`src/rtl/prover_eval_cubic_pkg.sv`:
```
// -----------------------------------------------------------------------------
// prover_eval_cubic_pkg
// Field definitions shared by the cubic evaluator and its arithmetic units.
//   F_NBITS : width of one field element
//   P       : field modulus, 2^32 - 5 (prime)
//   add_mod : (a + b) mod P for reduced operands a, b in [0, P)
// -----------------------------------------------------------------------------
package prover_eval_cubic_pkg;

  localparam int unsigned        F_NBITS = 32;
  localparam logic [F_NBITS-1:0] P       = 32'hFFFF_FFFB;

  // Operands are already reduced, so the raw sum is below 2P and one
  // conditional subtraction brings it back into [0, P).
  function automatic logic [F_NBITS-1:0] add_mod(input logic [F_NBITS-1:0] a,
                                                 input logic [F_NBITS-1:0] b);
    logic [F_NBITS:0] sum;
    // NOTE: inside a function, blocking assignments are correct; the caller
    // decides whether the result lands in a flop (<=) or a net.
    sum = {1'b0, a} + {1'b0, b};
    if (sum >= {1'b0, P}) sum = sum - {1'b0, P};
    return sum[F_NBITS-1:0];
  endfunction

endpackage

```
`src/rtl/prover_eval_cubic_field.sv`:
```
// -----------------------------------------------------------------------------
// field_adder / field_multiplier
// The two GF(P) arithmetic units shared by the Horner evaluator.
//
// field_adder
//   clk, rstb : clock, asynchronous active-low reset
//   en        : 1-cycle request; out = (a + b) mod P on the following cycle
//   a, b      : reduced operands
//   out       : registered result
//   ready     : always 1 (single-cycle unit, accepts every cycle)
//
// field_multiplier
//   clk, rstb : clock, asynchronous active-low reset
//   en        : 1-cycle request, accepted only while ready = 1
//   a, b      : reduced operands, captured on acceptance
//   out       : registered (a * b) mod P, valid once ready returns high
//   ready     : low for F_NBITS cycles after acceptance
// -----------------------------------------------------------------------------
module field_adder
  import prover_eval_cubic_pkg::*;
(
  input  logic               clk,
  input  logic               rstb,
  input  logic               en,
  input  logic [F_NBITS-1:0] a,
  input  logic [F_NBITS-1:0] b,
  output logic [F_NBITS-1:0] out,
  output logic               ready
);

  assign ready = 1'b1;

  always_ff @(posedge clk or negedge rstb) begin
    if (!rstb) begin
      out <= '0;
    end else if (en) begin
      out <= add_mod(a, b);
    end
  end

endmodule

module field_multiplier
  import prover_eval_cubic_pkg::*;
(
  input  logic               clk,
  input  logic               rstb,
  input  logic               en,
  input  logic [F_NBITS-1:0] a,
  input  logic [F_NBITS-1:0] b,
  output logic [F_NBITS-1:0] out,
  output logic               ready
);

  localparam int unsigned CNT_W = $clog2(F_NBITS + 1);

  logic [F_NBITS-1:0] a_reg;
  logic [F_NBITS-1:0] b_reg;
  logic [F_NBITS-1:0] acc;
  logic [F_NBITS-1:0] acc_next;
  logic [CNT_W-1:0]   cnt;

  // MSB-first double-and-add: acc = 2*acc + bit*a, each term reduced mod P.
  always_comb begin
    // NOTE: every variable written in always_comb gets a value on every path
    // (here a single unconditional assignment), otherwise a latch is inferred.
    acc_next = add_mod(add_mod(acc, acc), b_reg[F_NBITS-1] ? a_reg : '0);
  end

  always_ff @(posedge clk or negedge rstb) begin
    if (!rstb) begin
      // NOTE: operand and working registers are reset too, so a reset in the
      // middle of a product leaves no stale partial result behind.
      a_reg <= '0;
      b_reg <= '0;
      acc   <= '0;
      cnt   <= '0;
      out   <= '0;
      ready <= 1'b1;
    end else if (ready) begin
      if (en) begin
        a_reg <= a;
        b_reg <= b;
        acc   <= '0;
        cnt   <= CNT_W'(F_NBITS);
        ready <= 1'b0;
      end
    end else begin
      acc   <= acc_next;
      b_reg <= b_reg << 1;
      cnt   <= cnt - CNT_W'(1);
      if (cnt == CNT_W'(1)) begin
        out   <= acc_next;
        ready <= 1'b1;
      end
    end
  end

endmodule

```
`src/rtl/prover_eval_cubic.sv`:
```
// -----------------------------------------------------------------------------
// prover_eval_cubic
// Evaluates the sumcheck round polynomial f(r) = c0 + c1 r + c2 r^2 + c3 r^3
// over GF(P) by Horner's rule with one shared multiplier and one adder.
//
// Parameter CUBIC : 1 = cubic (c3..c0), 0 = quadratic (c_in[3] ignored).
// Optional macro EVAL_SUM_CHECK_EN : adds claim_in/check_ok and checks
//   f(0) + f(1) = 2c0 + c1 + c2 (+ c3) against the claim using idle adder
//   cycles during the multiplications.
//
// Ports
//   clk, rstb   : clock, asynchronous active-low reset
//   en          : rising edge starts an evaluation (ignored while busy)
//   c_in        : coefficients, c_in[k] multiplies r^k
//   r_in        : evaluation point (reduced field element)
//   val_out     : registered f(r), updated only on completion
//   ready       : idle and no start this cycle
//   ready_pulse : one-cycle pulse when ready rises
//   claim_in    : (EVAL_SUM_CHECK_EN) claimed f(0)+f(1), latched on start
//   check_ok    : (EVAL_SUM_CHECK_EN) sum matched claim, updated with val_out
// -----------------------------------------------------------------------------
module prover_eval_cubic
  import prover_eval_cubic_pkg::*;
#(
  parameter bit CUBIC = 1'b1
) (
  input  logic                   clk,
  input  logic                   rstb,
  input  logic                   en,
  input  logic [3:0][F_NBITS-1:0] c_in,
  input  logic [F_NBITS-1:0]     r_in,
  output logic [F_NBITS-1:0]     val_out,
  output logic                   ready,
  output logic                   ready_pulse
`ifdef EVAL_SUM_CHECK_EN
  ,
  input  logic [F_NBITS-1:0]     claim_in,
  output logic                   check_ok
`endif
);

  typedef enum logic [2:0] {
    ST_IDLE,
    ST_MUL3,
    ST_ADD2,
    ST_MUL2,
    ST_ADD1,
    ST_MUL1,
    ST_ADD0
  } state_t;

  // c3 is only needed after start when the sum check consumes it.
`ifdef EVAL_SUM_CHECK_EN
  localparam int unsigned C_REGS = 4;
`else
  localparam int unsigned C_REGS = 3;
`endif

  state_t                         state;
  logic                           en_dly;
  logic                           ready_dly;
  logic [C_REGS-1:0][F_NBITS-1:0] c_reg;
  logic [F_NBITS-1:0]             r_reg;
  logic [F_NBITS-1:0]             acc;      // Horner accumulator = multiplier operand a
  logic [F_NBITS-1:0]             add_a;
  logic [F_NBITS-1:0]             add_b;
  logic                           mul_en;
  logic                           add_en;

  logic [F_NBITS-1:0]             mul_out;
  logic [F_NBITS-1:0]             add_out;
  logic                           mul_ready;
  logic                           add_ready;

  logic                           start;
  logic                           mul_ok;
  logic                           add_ok;
  logic                           mul_adv;
  logic                           s_done;

  assign start       = en & ~en_dly;
  assign ready       = (state == ST_IDLE) & ~start;
  assign ready_pulse = ready & ~ready_dly;

  // A unit's result is usable once it reports ready and no request of ours
  // is still sitting in its enable register.
  assign mul_ok = mul_ready & ~mul_en;
  assign add_ok = add_ready & ~add_en;

  field_multiplier u_mul (
    .clk   (clk),
    .rstb  (rstb),
    .en    (mul_en),
    .a     (acc),
    .b     (r_reg),
    .out   (mul_out),
    .ready (mul_ready)
  );

  field_adder u_add (
    .clk   (clk),
    .rstb  (rstb),
    .en    (add_en),
    .a     (add_a),
    .b     (add_b),
    .out   (add_out),
    .ready (add_ready)
  );

`ifdef EVAL_SUM_CHECK_EN
  // s accumulates 2c0 + c1 + c2 (+ c3): start at c0, then add c0, c1, c2, c3.
  localparam logic [2:0] S_ADDS = CUBIC ? 3'd4 : 3'd3;

  logic [F_NBITS-1:0] s_acc;
  logic [F_NBITS-1:0] claim_reg;
  logic [2:0]         s_step;
  logic               s_pending;
  logic               in_mul;
  logic               s_issue;

  assign in_mul  = (state == ST_MUL3) | (state == ST_MUL2) | (state == ST_MUL1);
  // Borrow the adder only while a multiplication is still running, so the
  // Horner add that follows it never collides with a sum-check add.
  assign s_issue = in_mul & ~mul_ok & add_ok & ~s_pending & (s_step != S_ADDS);
  assign mul_adv = mul_ok & ~s_pending;
  assign s_done  = (s_step == S_ADDS) & ~s_pending;
`else
  assign mul_adv = mul_ok;
  assign s_done  = 1'b1;
`endif

  always_ff @(posedge clk or negedge rstb) begin
    if (!rstb) begin
      state     <= ST_IDLE;
      en_dly    <= 1'b1;   // en already high at reset release is not an edge
      ready_dly <= 1'b1;
      val_out   <= '0;
      c_reg     <= '0;
      r_reg     <= '0;
      acc       <= '0;
      add_a     <= '0;
      add_b     <= '0;
      mul_en    <= 1'b0;
      add_en    <= 1'b0;
`ifdef EVAL_SUM_CHECK_EN
      s_acc     <= '0;
      claim_reg <= '0;
      s_step    <= '0;
      s_pending <= 1'b0;
      check_ok  <= 1'b0;
`endif
    end else begin
      en_dly    <= en;
      ready_dly <= ready;
      // Enables are single-cycle pulses unless re-asserted below.
      mul_en    <= 1'b0;
      add_en    <= 1'b0;

      case (state)
        ST_IDLE: begin
          if (start) begin
            c_reg  <= c_in[C_REGS-1:0];
            r_reg  <= r_in;
            acc    <= CUBIC ? c_in[3] : c_in[2];
            mul_en <= 1'b1;
            state  <= CUBIC ? ST_MUL3 : ST_MUL2;
`ifdef EVAL_SUM_CHECK_EN
            s_acc     <= c_in[0];
            s_step    <= '0;
            claim_reg <= claim_in;
`endif
          end
        end
        ST_MUL3: begin
          if (mul_adv) begin
            add_a  <= mul_out;
            add_b  <= c_reg[2];
            add_en <= 1'b1;
            state  <= ST_ADD2;
          end
        end
        ST_ADD2: begin
          if (add_ok) begin
            acc    <= add_out;
            mul_en <= 1'b1;
            state  <= ST_MUL2;
          end
        end
        ST_MUL2: begin
          if (mul_adv) begin
            add_a  <= mul_out;
            add_b  <= c_reg[1];
            add_en <= 1'b1;
            state  <= ST_ADD1;
          end
        end
        ST_ADD1: begin
          if (add_ok) begin
            acc    <= add_out;
            mul_en <= 1'b1;
            state  <= ST_MUL1;
          end
        end
        ST_MUL1: begin
          if (mul_adv) begin
            add_a  <= mul_out;
            add_b  <= c_reg[0];
            add_en <= 1'b1;
            state  <= ST_ADD0;
          end
        end
        ST_ADD0: begin
          if (add_ok && s_done) begin
            val_out <= add_out;
            state   <= ST_IDLE;
`ifdef EVAL_SUM_CHECK_EN
            check_ok <= (s_acc == claim_reg);
`endif
          end
        end
        default: state <= ST_IDLE;
      endcase

`ifdef EVAL_SUM_CHECK_EN
      if (s_issue) begin
        add_a     <= s_acc;
        add_b     <= c_reg[s_step[1:0]];
        add_en    <= 1'b1;
        s_pending <= 1'b1;
      end
      if (s_pending && add_ok) begin
        s_acc     <= add_out;
        s_step    <= s_step + 3'd1;
        s_pending <= 1'b0;
      end
`endif
    end
  end

endmodule

```
`config.mk`:
```
export PLATFORM = sky130hd
export DESIGN_NAME = prover_eval_cubic
export DESIGN_NICKNAME = d
export VERILOG_FILES = /design/src/rtl/prover_eval_cubic_pkg.sv /design/src/rtl/prover_eval_cubic_field.sv /design/src/rtl/prover_eval_cubic.sv
export SDC_FILE = /design/constraint.sdc
export NUM_CORES = 1
export LEC_CHECK = 0
export CAP_MARGIN = 30
export CORE_AREA = 2 2 192 241
export CTS_BUF_LIST = sky130_fd_sc_hd__clkbuf_4
export CTS_CLUSTER_DIAMETER = 30
export DETAILED_ROUTE_END_ITERATION = 6
export DIE_AREA = 0 0 194 243
export GPL_ROUTABILITY_DRIVEN = 0
export GPL_TIMING_DRIVEN = 1
export HOLD_SLACK_MARGIN = 0.12
export PLACE_DENSITY = 0.75
export SLEW_MARGIN = 40
export SYNTH_ARGS = -nofsm -noshare
export SYNTH_HDL_FRONTEND = slang
export SYNTH_SLANG_ARGS = --single-unit
```
`constraint.sdc`:
```
create_clock -name clk -period 8.45 [get_ports clk]
set_input_delay 1.69 -clock clk [delete_from_list [all_inputs] [get_ports clk]]
set_output_delay 1.69 -clock clk [all_outputs]
set_load 0.01 [all_outputs]
```
Word level (Yosys, flattened, before mapping) --
Index checks and enable logic that the tools add are counted.
Cells by class: multiplexer cells 33, multiply operators 0, divide/modulo/power cells 0, bitwise operators 10, magnitude comparators 3, equal/unequal tests 16, shifts and indexed selects 0, reduce and logical (&&, ||, !) cells 13, add/subtract/negate cells 7
Operators by type and width (number):
- $mux W32 | 13
- $add A32 B32 Y33 | 3
- $ge A33 B32 Y1 const B | 3
- $pmux W32 S3 | 1
- $sub A32 B32 Y32 const B | 3
- $pmux W32 S2 | 1
- $mux W3 | 7
- $pmux W3 S7 | 1
- $ne A2 B2 Y1 const B | 9
- $mux W6 | 2
- $reduce_and A2 Y1 | 5
- $eq A3 B3 Y1 const B | 3
- $mux W1 | 7
- $reduce_and A7 Y1 | 1
- $eq A3 B2 Y1 const B | 2
- $eq A6 B1 Y1 const B | 1
- $not A1 Y1 | 6
- $sub A6 B1 Y6 const B | 1
- $and A1 B1 Y1 | 4
- $reduce_and A4 Y1 | 1
- $eq A3 B1 Y1 const B | 1
- $logic_not A3 Y1 | 1
- $reduce_and A3 Y1 | 1
- $reduce_bool A3 Y1 | 1
- other kinds (4) | 4
Word-level totals: bits in latches 0, memories 0, memory bits (writable) 0, register bits 430, output and inout port bits 34, ROM bits 0, logic and storage cells 102

Longest topological paths before layout --
word-level depth 7, gate-level depth with buffers 26, mapped depth without buffers 23

Cells and area by module --
From an unflattened synthesis, not the netlist that was laid out.
Second synthesis, totals: cells, all modules 2561, area, all modules 25926.1 sq um
Modules (own cells, without submodules):
- prover_eval_cubic | times used 1, area an instance 12075.3 sq um, sequential area each 6583.8 sq um, cells each 920
- field_multiplier | times used 1, area an instance 9369.0 sq um, sequential area each 3379.5 sq um, cells each 1051
- field_adder | times used 1, area an instance 4481.8 sq um, sequential area each 800.8 sq um, cells each 590

Least setup slack after synthesis --
Ideal clock, no wire load.
path kind flip-flop to flip-flop, start reg u_mul.acc[12], end reg u_mul.acc[4], buffers on the path 2, data arrival time 5.776 ns, setup slack 2.605 ns, clock period less this slack 5.845 ns, cell stages (with the launch flop) 25, data required time 8.381 ns, cells stage by stage dfrtp_1 > and4_1 > nand4_1 > or4_1 > nor2_1 > a21oi_1 > nor2b_1 > and4_1 > nor2b_1 > nand3_1 > xnor2_1 > ha_1 > buf_2 > and4_1 > and2_4 > a221oi_1 > nor2_1 > or4_1 > or2_1 > nor4_4 > and2_4 > a31oi_2 > buf_6 > or4_1 > nand3_1
On the way: cells in the longest elaborated chain, start to end 7, elaborated cells between the ends (all ways) 9, those cells by class add/sub (4); order compare (2); mux (3)
Ends and longest elaborated chain:
- from (decl) | RTL line prover_eval_cubic_field.sv:59 | logic [F_NBITS-1:0] acc;
- from (signal assigned) | RTL line prover_eval_cubic_field.sv:89 | acc <= acc_next;
- $add A32 B32 Y33 * | RTL line prover_eval_cubic_pkg.sv:20 | sum = {1'b0, a} + {1'b0, b};
- $ge A33 B32 Y1 / $sub A32 B32 Y32 (equally long branches) | RTL line prover_eval_cubic_pkg.sv:21 | if (sum >= {1'b0, P}) sum = sum - {1'b0, P};
- $mux W32 * | RTL line prover_eval_cubic_pkg.sv:21
- $add A32 B32 Y33 * | RTL line prover_eval_cubic_pkg.sv:20
- $sub A32 B32 Y32 / $ge A33 B32 Y1 (equally long branches) | RTL line prover_eval_cubic_pkg.sv:21
- $mux W32 * | RTL line prover_eval_cubic_pkg.sv:21
- $mux W32 * | RTL line prover_eval_cubic_field.sv:80 | end else if (ready) begin
Every way passes the cells marked *; elsewhere a longest branch is shown, timed or not. A chain may end at the register's enable or synchronous reset.

Worst setup path after layout --
start reg u_mul.acc[12], end reg u_mul.acc[7]
Same word-level chain as after synthesis.

==> impl_metrics.toml <==
[power]
leakage_nw = 13.0
irDropWorstVdd_v = 0.000171
p_per_area_nw_per_um2 = 143

[layout]
finalNetCount = 2895
syn_to_final_growth_pct = 15.8
drive_above_1_share = 0.164
finish.utilization = 0.628
regArea_um2 = 10800
multi_input_comb_area_um2 = 12900
largest_register_ffs = 96
nFillCells = 3739

[sta]
worstMarginPinSlew_ps = 870
finalSetupViolations = 0
max_freq_mhz = 139
fin_crit_sh = 0.848
maxSlewViolCount = 0
relSlewSlack = 0.415
period_minus_slack_ps = 7170
skew_ps = 88.4
rsz0062_at_grt = "false"
tns_ps = 0
finalHoldViolations = 0

[floorplan]
num_rows = 87
die_area_um2 = 47100
die_y_um = 243
io_pins = 197
coreArea_um2 = 44800
dieWidth_um = 194
start_util = 0.542

[synth]
synth_area_leaders = "dfrtp_1 (44%), mux2_2 (9.3%), a21oi_1 (4.4%)"
yosysUniqueCellTypes = 97
yosysTopAreaCell = "dfrtp_1"
netlist_instances = 2477
synth_fp_nets = 2711
synth_edf_count = 0
async_flop_share = 1.00
ys_ff_latch = 430
syn_area_per_cell_um2 = 9.82
yosys.area.top_type_share = 0.439
synth_flop_cell = "dfrtp_1"
synth_warnings = 0
yosysSeqAreaShare = 0.442
syn_area_um2 = 24300

[worst_setup_path]
reg2reg_to = "u_mul.acc[7]"
start_kind = "flip-flop"
cp_data_required_time_ps = 9210
cp_max_fo = 33
end_kind = "flip-flop"
rr_startpoint = "u_mul.acc[12]"
r2r_cells = 22
arrival_ps = 7930
path_class = "flip-flop to flip-flop"
ff2ff_setup_slack_ps = 1280

[clock_tree]
htreeDepth = 3
hold_buffers = 0
cts_tree = "built"
cts_buffers = 110
cts-root-buf = "clkbuf_4"
clkLatencyLatePin_ps = 880
cts_sinks = 430
clockBufferDepth = 3
cts_post_setup_buffers_inserted = 0
ctsResizeCount = 0
clkTransAtPathRegs_ps = 60

[min_path]
worstHoldPathCells = 2
hp-start = "u_mul.out[26]"
min_to = "add_a[26]"
hold_path_class = "flip-flop to flip-flop"

[grt]
antenna_found_initial = 1
grt_pass1_wl_mm = 106
grt_max_degree = 123
first_global_vias = 20000
track_usage = 0.279
gr-total-overflow = 0

[drt]
remaining_drc_errors = 0
ant_nets = 0
viasPerCell = 6.10
dr_total_vias = 20200
routed_wirelength_mm = 66.3
firstDrtPassIters = 7
drt_iter0_drc = 1684
wl_per_cell_um = 20.0

[run]
maxCapViolCount = 0

[place]
dp_hpwl_mm = 48.5
port-buffer-count = 196

[outcome]
status = "complete, no violations"
==> cells in the final DEF, fill, tap and decap left out, types with 14 or more instances in the layout <==
master,Yosys,routed
nand2_1,280,278
buf_4,4,15
nand3_1,69,68
a31oi_1,14,14
inv_1,25,24
o211ai_1,14,14
nor3_1,47,46
ha_1,69,69
nor2b_1,17,15
xor2_1,45,45
a21oi_1,214,214
clkbuf_4,0,151
or3_1,14,14
mux2i_1,95,95
nor4_1,19,18
and2_1,52,52
nand4_1,43,43
a22o_1,39,39
o21ai_0,88,88
mux2_2,201,201
dfrtp_1,427,425
xnor2_1,71,71
a21o_1,21,21
clkinv_1,0,26
clkdlybuf4s50_1,0,195
nor2_1,194,192
a22oi_1,22,22
==> power by group <==
part | switching, mW | internal [mW]
registers | 0.00567 | 2.07
logic | 0.0626 | 0.0760
clock network | 0.861 | 0.948
==> cell families after synthesis <==
kind of cell    Yosys count  share of synthesized area
compound gates          559                      0.150
xor+xnor                116                     0.0418
fa+ha+maj                71                     0.0371
buf+inv                 171                     0.0293
flops                   430                      0.442
mux                     296                      0.132
simple gates            834                      0.167
==> final cells by class <==
type,count,share of cell area
antenna,1,0.0000888
clock buffer,151,0.0402
clock inverter,40,0.00990
inverter,25,0.00333
multi-input combinational,1876,0.459
sequential,430,0.382
tap,578,0.0257
timing repair buffer,218,0.0790
==> critical path: stages, from the launching register on <==
cell,delay (ps)
dfrtp_1,430
and4_1,280
nand4_1,170
or4_1,610
nor2_1,110
a21oi_1,220
nor2b_1,270
and4_1,320
nor2b_1,240
nand4_1,140
xnor2_1,160
ha_1,480
nand2_1,190
nor3_1,310
a21boi_1,250
or2_1,240
xor2_1,300
nand4_1,550
nor3_2,560
a31oi_4,250
buf_4,320
or4_1,540
o311ai_1,100
==> per-layer routing <==
| metal | vias to the layer above | track usage | wire, um |
|---|---|---|---|
| li1 | 9397 | - | - |
| met2 | 842 | 0.458 | 31600 |
| met4 | 0 | 0.164 | 3820 |
| met3 | 227 | 0.0422 | 4250 |
| met5 | - | 0 | 0 |
| met1 | 9775 | 0.352 | 26600 |
==> synthesized netlist by cell type (10+ instances only) <==
| master | number |
|---|---|
| a211oi_1 | 11 |
| a21o_1 | 21 |
| a21oi_1 | 214 |
| a22o_1 | 39 |
| a22oi_1 | 22 |
| a31oi_1 | 14 |
| and2_1 | 52 |
| and3_1 | 13 |
| buf_1 | 13 |
| buf_2 | 26 |
| clkbuf_1 | 99 |
| dfrtp_1 | 427 |
| ha_1 | 69 |
| inv_1 | 25 |
| mux2_2 | 201 |
| mux2i_1 | 95 |
| nand2_1 | 280 |
| nand2b_1 | 12 |
| nand3_1 | 69 |
| nand3b_1 | 11 |
| nand4_1 | 43 |
| nor2_1 | 194 |
| nor2b_1 | 17 |
| nor3_1 | 47 |
| nor4_1 | 19 |
| o211ai_1 | 14 |
| o21a_1 | 10 |
| o21ai_0 | 88 |
| o31ai_1 | 12 |
| or3_1 | 14 |
| xnor2_1 | 71 |
| xor2_1 | 45 |
==> worst max-delay path by stage <==
stage	startpoint	end	slack [ps]	depth (start not counted)
2_1_floorplan	u_mul.acc[12]	u_mul.acc[4]	2610	24
3_3_place_gp	u_mul.acc[12]	u_mul.acc[15]	1760	21
3_5_place_dp	u_mul.acc[12]	u_mul.acc[7]	1480	22
4_1_cts	u_mul.acc[12]	u_mul.acc[7]	1450	22
5_1_grt	u_mul.acc[12]	u_mul.acc[7]	770	22
6_report	u_mul.acc[12]	u_mul.acc[7]	1280	22
==> metrics by stage <==
stage	setup WS [ps]	hold slack, ps	cell area [um^2]	power [mW]	std cells
6_report	1280	486	28200	4.02	3319
5_1_grt	774	498	28200	4.19	3319
4_1_cts	1450	487	28200	4.07	3318
3_5_place_dp	1480	465	26700	2.25	3127
3_3_place_gp	1760	446	26600	2.25	3123
2_1_floorplan	2610	430	24300	2.12	2477
No activity file was read; power rests on OpenSTA's default activity.
